**src/rtl/cyc_delay_line_if.sv**
```systemverilog
// Channel-bundled handshake/data signals for cyc_delay_line.
// The master side drives samples and configuration; the slave side returns delayed samples.
interface cyc_delay_line_if #(
    parameter int WIDTH     = 8,
    parameter int CHANNELS  = 2,
    parameter int MAX_DELAY = 8
);
    localparam int DW = $clog2(MAX_DELAY + 1);

    // in_valid qualifies in_data per channel; it is a strobe, not a handshake:
    // there is no ready, and every valid sample is emitted exactly once
    // unless it is dropped by flush, reconfiguration or reset.
    logic [CHANNELS-1:0]       in_valid;
    logic [CHANNELS*WIDTH-1:0] in_data;
    logic [CHANNELS*DW-1:0]    delay_cfg;
    logic [CHANNELS-1:0]       cfg_load;
    logic [CHANNELS-1:0]       flush;
    logic [CHANNELS-1:0]       out_valid;
    logic [CHANNELS*WIDTH-1:0] out_data;
    logic [CHANNELS-1:0]       busy;

    modport master (
        output in_valid, in_data, delay_cfg, cfg_load, flush,
        input  out_valid, out_data, busy
    );

    modport slave (
        input  in_valid, in_data, delay_cfg, cfg_load, flush,
        output out_valid, out_data, busy
    );
endinterface

```
**src/rtl/cyc_delay_line.sv**
```systemverilog
// Multi-channel valid-qualified delay line with per-channel programmable depth,
// flush, and hold-or-zero idle output.
module cyc_delay_line #(
    parameter int WIDTH     = 8,
    parameter int CHANNELS  = 2,
    parameter int MAX_DELAY = 8,
    parameter int HOLD      = 1
) (
    input logic            clk,
    input logic            rst_n,
    cyc_delay_line_if.slave bus
);
    localparam int DW = $clog2(MAX_DELAY + 1);

    for (genvar c = 0; c < CHANNELS; c++) begin : g_ch
        logic [DW-1:0]        cfg_field;
        logic [DW-1:0]        cfg_clamped;
        logic [DW-1:0]        dly_q, dly_d;
        logic [MAX_DELAY-1:0] vld_q, vld_d;
        logic [WIDTH-1:0]     data_q [MAX_DELAY];
        logic [WIDTH-1:0]     hold_q, hold_d;
        logic                 drop;
        logic                 sel_vld;
        logic [WIDTH-1:0]     sel_data;
        logic                 busy_c;

        assign cfg_field = bus.delay_cfg[c*DW +: DW];

        always_comb begin
            cfg_clamped = cfg_field;
            if (cfg_field == '0)
                cfg_clamped = DW'(1);
            else if (cfg_field > DW'(MAX_DELAY))
                cfg_clamped = DW'(MAX_DELAY);
        end

        // A depth change invalidates everything already past stage 0 so no
        // old sample can emerge at the wrong latency.
        always_comb begin
            dly_d = dly_q;
            drop  = bus.flush[c];
            if (bus.cfg_load[c]) begin
                dly_d = cfg_clamped;
                if (cfg_clamped != dly_q)
                    drop = 1'b1;
            end
            vld_d    = '0;
            vld_d[0] = bus.in_valid[c];
            for (int k = 1; k < MAX_DELAY; k++)
                vld_d[k] = drop ? 1'b0 : vld_q[k-1];
        end

        always_comb begin
            sel_vld  = 1'b0;
            sel_data = '0;
            busy_c   = 1'b0;
            for (int k = 0; k < MAX_DELAY; k++) begin
                if (dly_q == DW'(k + 1)) begin
                    sel_vld  = vld_q[k];
                    sel_data = data_q[k];
                end
                if (DW'(k) < dly_q)
                    busy_c = busy_c | vld_q[k];
            end
            hold_d = sel_vld ? sel_data : hold_q;
        end

        assign bus.out_valid[c]              = sel_vld;
        assign bus.out_data[c*WIDTH +: WIDTH] = sel_vld ? sel_data :
                                               ((HOLD != 0) ? hold_q : '0);
        assign bus.busy[c]                   = busy_c;

        always_ff @(posedge clk or negedge rst_n) begin
            if (!rst_n) begin
                vld_q  <= '0;
                dly_q  <= DW'(MAX_DELAY);
                hold_q <= '0;
                for (int k = 0; k < MAX_DELAY; k++)
                    data_q[k] <= '0;
            end else begin
                vld_q     <= vld_d;
                dly_q     <= dly_d;
                hold_q    <= hold_d;
                data_q[0] <= bus.in_data[c*WIDTH +: WIDTH];
                for (int k = 1; k < MAX_DELAY; k++)
                    data_q[k] <= data_q[k-1];
            end
        end
    end
endmodule
```
**src/flat_wrapper.sv**
```systemverilog
// flat-port wrapper written by rule: the top's interface ports become plain ports
module cyc_delay_line_flat 
#(
    parameter int WIDTH     = 8,
    parameter int CHANNELS  = 2,
    parameter int MAX_DELAY = 8,
    parameter int HOLD      = 1
)
  (clk, rst_n, bus_in_valid, bus_in_data, bus_delay_cfg, bus_cfg_load, bus_flush, bus_out_valid, bus_out_data, bus_busy);
  cyc_delay_line_if #(.WIDTH(WIDTH), .CHANNELS(CHANNELS), .MAX_DELAY(MAX_DELAY)) bus_i ();
  input logic clk;
  input logic rst_n;
  input wire logic [$bits(bus_i.in_valid)-1:0] bus_in_valid;
  input wire logic [$bits(bus_i.in_data)-1:0] bus_in_data;
  input wire logic [$bits(bus_i.delay_cfg)-1:0] bus_delay_cfg;
  input wire logic [$bits(bus_i.cfg_load)-1:0] bus_cfg_load;
  input wire logic [$bits(bus_i.flush)-1:0] bus_flush;
  output wire logic [$bits(bus_i.out_valid)-1:0] bus_out_valid;
  output wire logic [$bits(bus_i.out_data)-1:0] bus_out_data;
  output wire logic [$bits(bus_i.busy)-1:0] bus_busy;
  assign bus_i.in_valid = bus_in_valid;
  assign bus_i.in_data = bus_in_data;
  assign bus_i.delay_cfg = bus_delay_cfg;
  assign bus_i.cfg_load = bus_cfg_load;
  assign bus_i.flush = bus_flush;
  assign bus_out_valid = bus_i.out_valid;
  assign bus_out_data = bus_i.out_data;
  assign bus_busy = bus_i.busy;
  cyc_delay_line #(.WIDTH(WIDTH), .CHANNELS(CHANNELS), .MAX_DELAY(MAX_DELAY), .HOLD(HOLD)) u_core (.clk(clk), .rst_n(rst_n), .bus(bus_i));
endmodule
```
**config.mk**
```make
export PLATFORM = sky130hd
export DESIGN_NAME = cyc_delay_line_flat
export DESIGN_NICKNAME = d
export VERILOG_FILES = /design/src/rtl/cyc_delay_line_if.sv /design/src/rtl/cyc_delay_line.sv /design/src/flat_wrapper.sv
export SDC_FILE = /design/constraint.sdc
export NUM_CORES = 1
export LEC_CHECK = 0
export ABC_AREA = 1
export CELL_PAD_IN_SITES_DETAIL_PLACEMENT = 0
export CELL_PAD_IN_SITES_GLOBAL_PLACEMENT = 2
export CORE_MARGIN = 8
export CORE_UTILIZATION = 38
export CTS_BUF_LIST = sky130_fd_sc_hd__clkbuf_16
export DETAILED_ROUTE_END_ITERATION = 8
export PLACE_DENSITY_LB_ADDON = 0.1
export SYNTH_ARGS = -nofsm -noshare
export SYNTH_HDL_FRONTEND = slang
export SYNTH_SLANG_ARGS = --single-unit
export TNS_END_PERCENT = 1
```
**constraint.sdc**
```tcl
create_clock -name clk -period 2.05 [get_ports clk]
set_input_delay 0.205 -clock clk [delete_from_list [all_inputs] [get_ports clk]]
set_output_delay 0.205 -clock clk [all_outputs]
set_load 0.02 [all_outputs]
```
==> metrics.md <==
| Metric | Value |
|---|---|
| Status | `finished, violations left` |
| Failing checks | `negative setup slack` |
| Tmin final | `2.35 ns` |
| TritonCTS Sinks | `about 170` |
| Launch point of the worst reg-to-reg path | `u_core.g_ch[0].dly_q[2]$_DFFE_PN0P_` |
| Power Density | `between 900 and 1000 nW/um2` |
| Setup violators final | `20` |
| Cells along the critical path | `inv_2 -> buf_4 -> nor4_4 -> buf_6 -> nand2_8 -> buf_6 -> nand4_1 -> nand2_2 -> buf_6` |
| Clock Latency Late Sink | `around 0.43 ns` |
| CTS tree | `built` |
| Syn avg cell area | `~11 um2` |
| Slew margin rel. | `0.642` |
| Hold path start | `bus_in_data[10]` |
| Period utilization | `1.15` |
| Hold depth | `1` |
| CP required | `about 1.9 ns` |
| Worst-Margin Slew | `about 0.54 ns` |
| Max Clk Rate | `425 MHz` |
| Initial Util | `0.385` |
| Post-synth top cells | `dfrtp_1, nand2_1, nand3_1, nand4_1, inv_1` |
| Final WS setup | `-0.305 ns` |
| Max-Cap Viols | `0` |
| RSZ-0062 raised after global routing | `yes` |
| Detailed Place HPWL | `between 10,000 and 15,000 um` |
| Most frequent cell after synthesis | `dfrtp_1` |
| Layout cells sized above 1 | `0.289` |
| Startpoint Class | `register` |
| Row Count | `47` |
| Gr ovfl total | `0` |
| Leak | `between 0.003 and 0.004 uW` |
| Yosys top cell by area | `dfrtp_1` |
| H-tree depth | `4` |
| Synth top area share | `0.657` |
| Register clock-pin slew on the reported worst setup and hold paths | `0.06 ns` |
| Area Growth Syn to Fin | `37.0%` |
| Fin Setup TNS | `-5.02 ns` |
| Initial antenna violation count | `0` |
| Arr. time, crit path | `between 2 and 2.5 ns` |
| R2R depth | `9` |
| Die Ht | `roughly 150 um` |
| CP most frequent cell | `buf_6` |
| Via density | `~4.7` |
| Grt met1 use | `0.213` |
| Routed via count | `about 4,600` |
| Total Nets Final | `between 700 and 800` |
| Hold Vio Cnt, Final | `0` |
| Fin Hold WS | `roughly 0.22 ns` |
| Die width | `~150 um` |
| Post-synth EDFFs | `0` |
| DRT antenna net count | `0` |
| CP Class | `register to primary output` |
| Yosys warns | `0` |
| Routed Wire Length | `roughly 15,000 um` |
| Synth async-reset ratio | `1.00` |
| Netlist cell types | `34` |
| Crit path max fanout | `8` |
| Placer Congestion | `0.818` |
| All-Layer GR Usage | `0.149` |
| CP Capture Type | `primary output` |
| Synth Instances | `590` |
| Critical-path top delay cell | `dfrtp_2` |
| Iteration-0 DRC Markers | `around 240` |
| Longest Clk Path Bufs | `2` |
| Largest net degree at the start of global routing | `53` |
| Root Buffer | `clkbuf_16` |
| Drt drc | `0` |
| Synthesized area | `6320 um2` |
| Vias in the first global route | `4,790` |
| Num ports | `52` |
| Worst path buffer plus inverter count | `5` |
| HP Class | `primary input to register` |
| GR Util met3 | `0.0354` |
| CP Depth | `9` |
| Routed length per instance | `15.7 um` |
| Maximum VDD drop | `approximately 0.64 mV` |
| #FFs+latches synth | `168` |
| First-pass GRT wire length | `25,100 um` |
| Post-Syn Nets | `~620` |
| Fillers | `roughly 1,400` |
| Busiest layer in global routing | `met2` |
| CP max stage delay | `~0.4 ns` |
| Core area | `approximately 16,000 um2` |
| # diodes | `0` |
| Synth area leaders | `dfrtp_1, nand2_1, nand3_1, nand4_1, o211ai_1` |
| Drt pass-1 iters | `5` |
| CTS buffer count | `17` |
| Most used DFF post-synth | `dfrtp_1` |
| Top delay family on crit path | `buffers and inverters` |
| Max-slew violations | `0` |
| Port bufs | `51` |
| Setup crit start | `u_core.g_ch[0].dly_q[2]$_DFFE_PN0P_` |
| Post-synthesis sequential area ratio | `0.665` |
| Die ar. | `roughly 21,000 um2` |
| GR Util met2 | `0.215` |
| Skew final | `0.0124 ns` |
metal layers:
layer | part of all wire | routed length (um) | vias up
met5 | 0 | 0 | -
met4 | 0.011 | 163 | 0
met3 | 0.040 | 608 | 10
met2 | 0.45 | 6870 | 86
met1 | 0.50 | 7750 | 2251
li1 | - | - | 2291
report_power, final:
group	switching [uW]	leakage (uW)	internal, uW
Sequential	122	0.00201	3570
Combinational	770	0.00164	671
Clock	1220	0.000263	1620
sequential cells by signal (all words and copies together) (netlist names):
signal,count
u_core.g_ch.data_q,128
u_core.g_ch.dly_q,8
u_core.g_ch.hold_q,16
u_core.g_ch.vld_q,16
kinds of logic (layout without fill, tap and decap cells):
group	after synthesis	count (layout)	synth area share
xor+xnor	6	6	0.00831
simple gates	307	309	0.238
flops	168	168	0.665
buf+inv	62	227	0.0429
compound gates	47	47	0.0453
what timing repair did:
| action | CTS | global route |
|---|---|---|
| pin swaps | 17 | 22 |
| gates resized for setup | 141 | 52 |
| hold buffers | 1 | 0 |
| buffers inserted | 7 | 12 |
| endpoints found under the setup margin | 20 | 20 |
| cloned | 2 | 2 |
| hold endpoints to repair | 48 | 0 |
worst paths after layout:
kind	to	slack [ns]
setup / recovery	bus_out_data[0]	-0.30
hold / removal	u_core.g_ch[1].data_q[58]$_DFF_PN0_	0.22
setup reg to reg	u_core.g_ch[0].hold_q[0]$_DFF_PN0_	0.22
hold reg to reg	u_core.g_ch[0].data_q[19]$_DFF_PN0_	0.37
max in group asynchronous	u_core.g_ch[0].dly_q[3]$_DFFE_PN1P_	1.08
min in group asynchronous	u_core.g_ch[1].data_q[16]$_DFF_PN0_	0.32
stage by stage:
stage / total power (uW) / std cells / setup slack (ns) / area [um2] / util
3_5_place_dp: 5010 / 922 / -0.391 / 7690 / 0.469
2_1_floorplan: 4320 / 590 / 0.224 / 6320 / -
6_report: 7980 / 977 / -0.305 / 8660 / 0.528
3_3_place_gp: 5000 / 922 / -0.349 / 7690 / 0.469
5_1_grt: 8360 / 977 / -0.384 / 8660 / 0.528
4_1_cts: 7960 / 964 / -0.313 / 8400 / 0.512
area by class of cell:
| cell class | instances | area [um2] | share of cell area |
|---|---|---|---|
| multi-input combinational | 362 | 2030 | 0.234 |
| sequential | 168 | 4210 | 0.486 |
| timing repair buffer | 152 | 1460 | 0.168 |
| clock inverter | 15 | 95.1 | 0.0110 |
| tap | 220 | 275 | 0.0318 |
| clock buffer | 17 | 425 | 0.0491 |
| inverter | 43 | 166 | 0.0192 |
layout by cell type (no fill, tap or decap), drive strengths merged:
master | synthesis | final
dlygate4sd3 | 0 | 1
a21oi | 2 | 2
nand4 | 43 | 43
xnor2 | 2 | 2
nor3 | 5 | 5
nand2 | 146 | 147
nand3 | 71 | 72
o211ai | 17 | 17
nor2 | 33 | 33
clkbuf | 2 | 17
a31oi | 2 | 2
clkinv | 2 | 14
a21o | 1 | 1
or2 | 7 | 7
dfstp | 2 | 2
o21ai | 23 | 23
buf | 17 | 121
o22ai | 1 | 1
inv | 41 | 43
bufinv | 0 | 1
nor4 | 2 | 2
o21bai | 1 | 1
clkdlybuf4s50 | 0 | 30
dfrtp | 166 | 166
xor2 | 4 | 4
No activity file was read; power rests on OpenSTA's default activity.
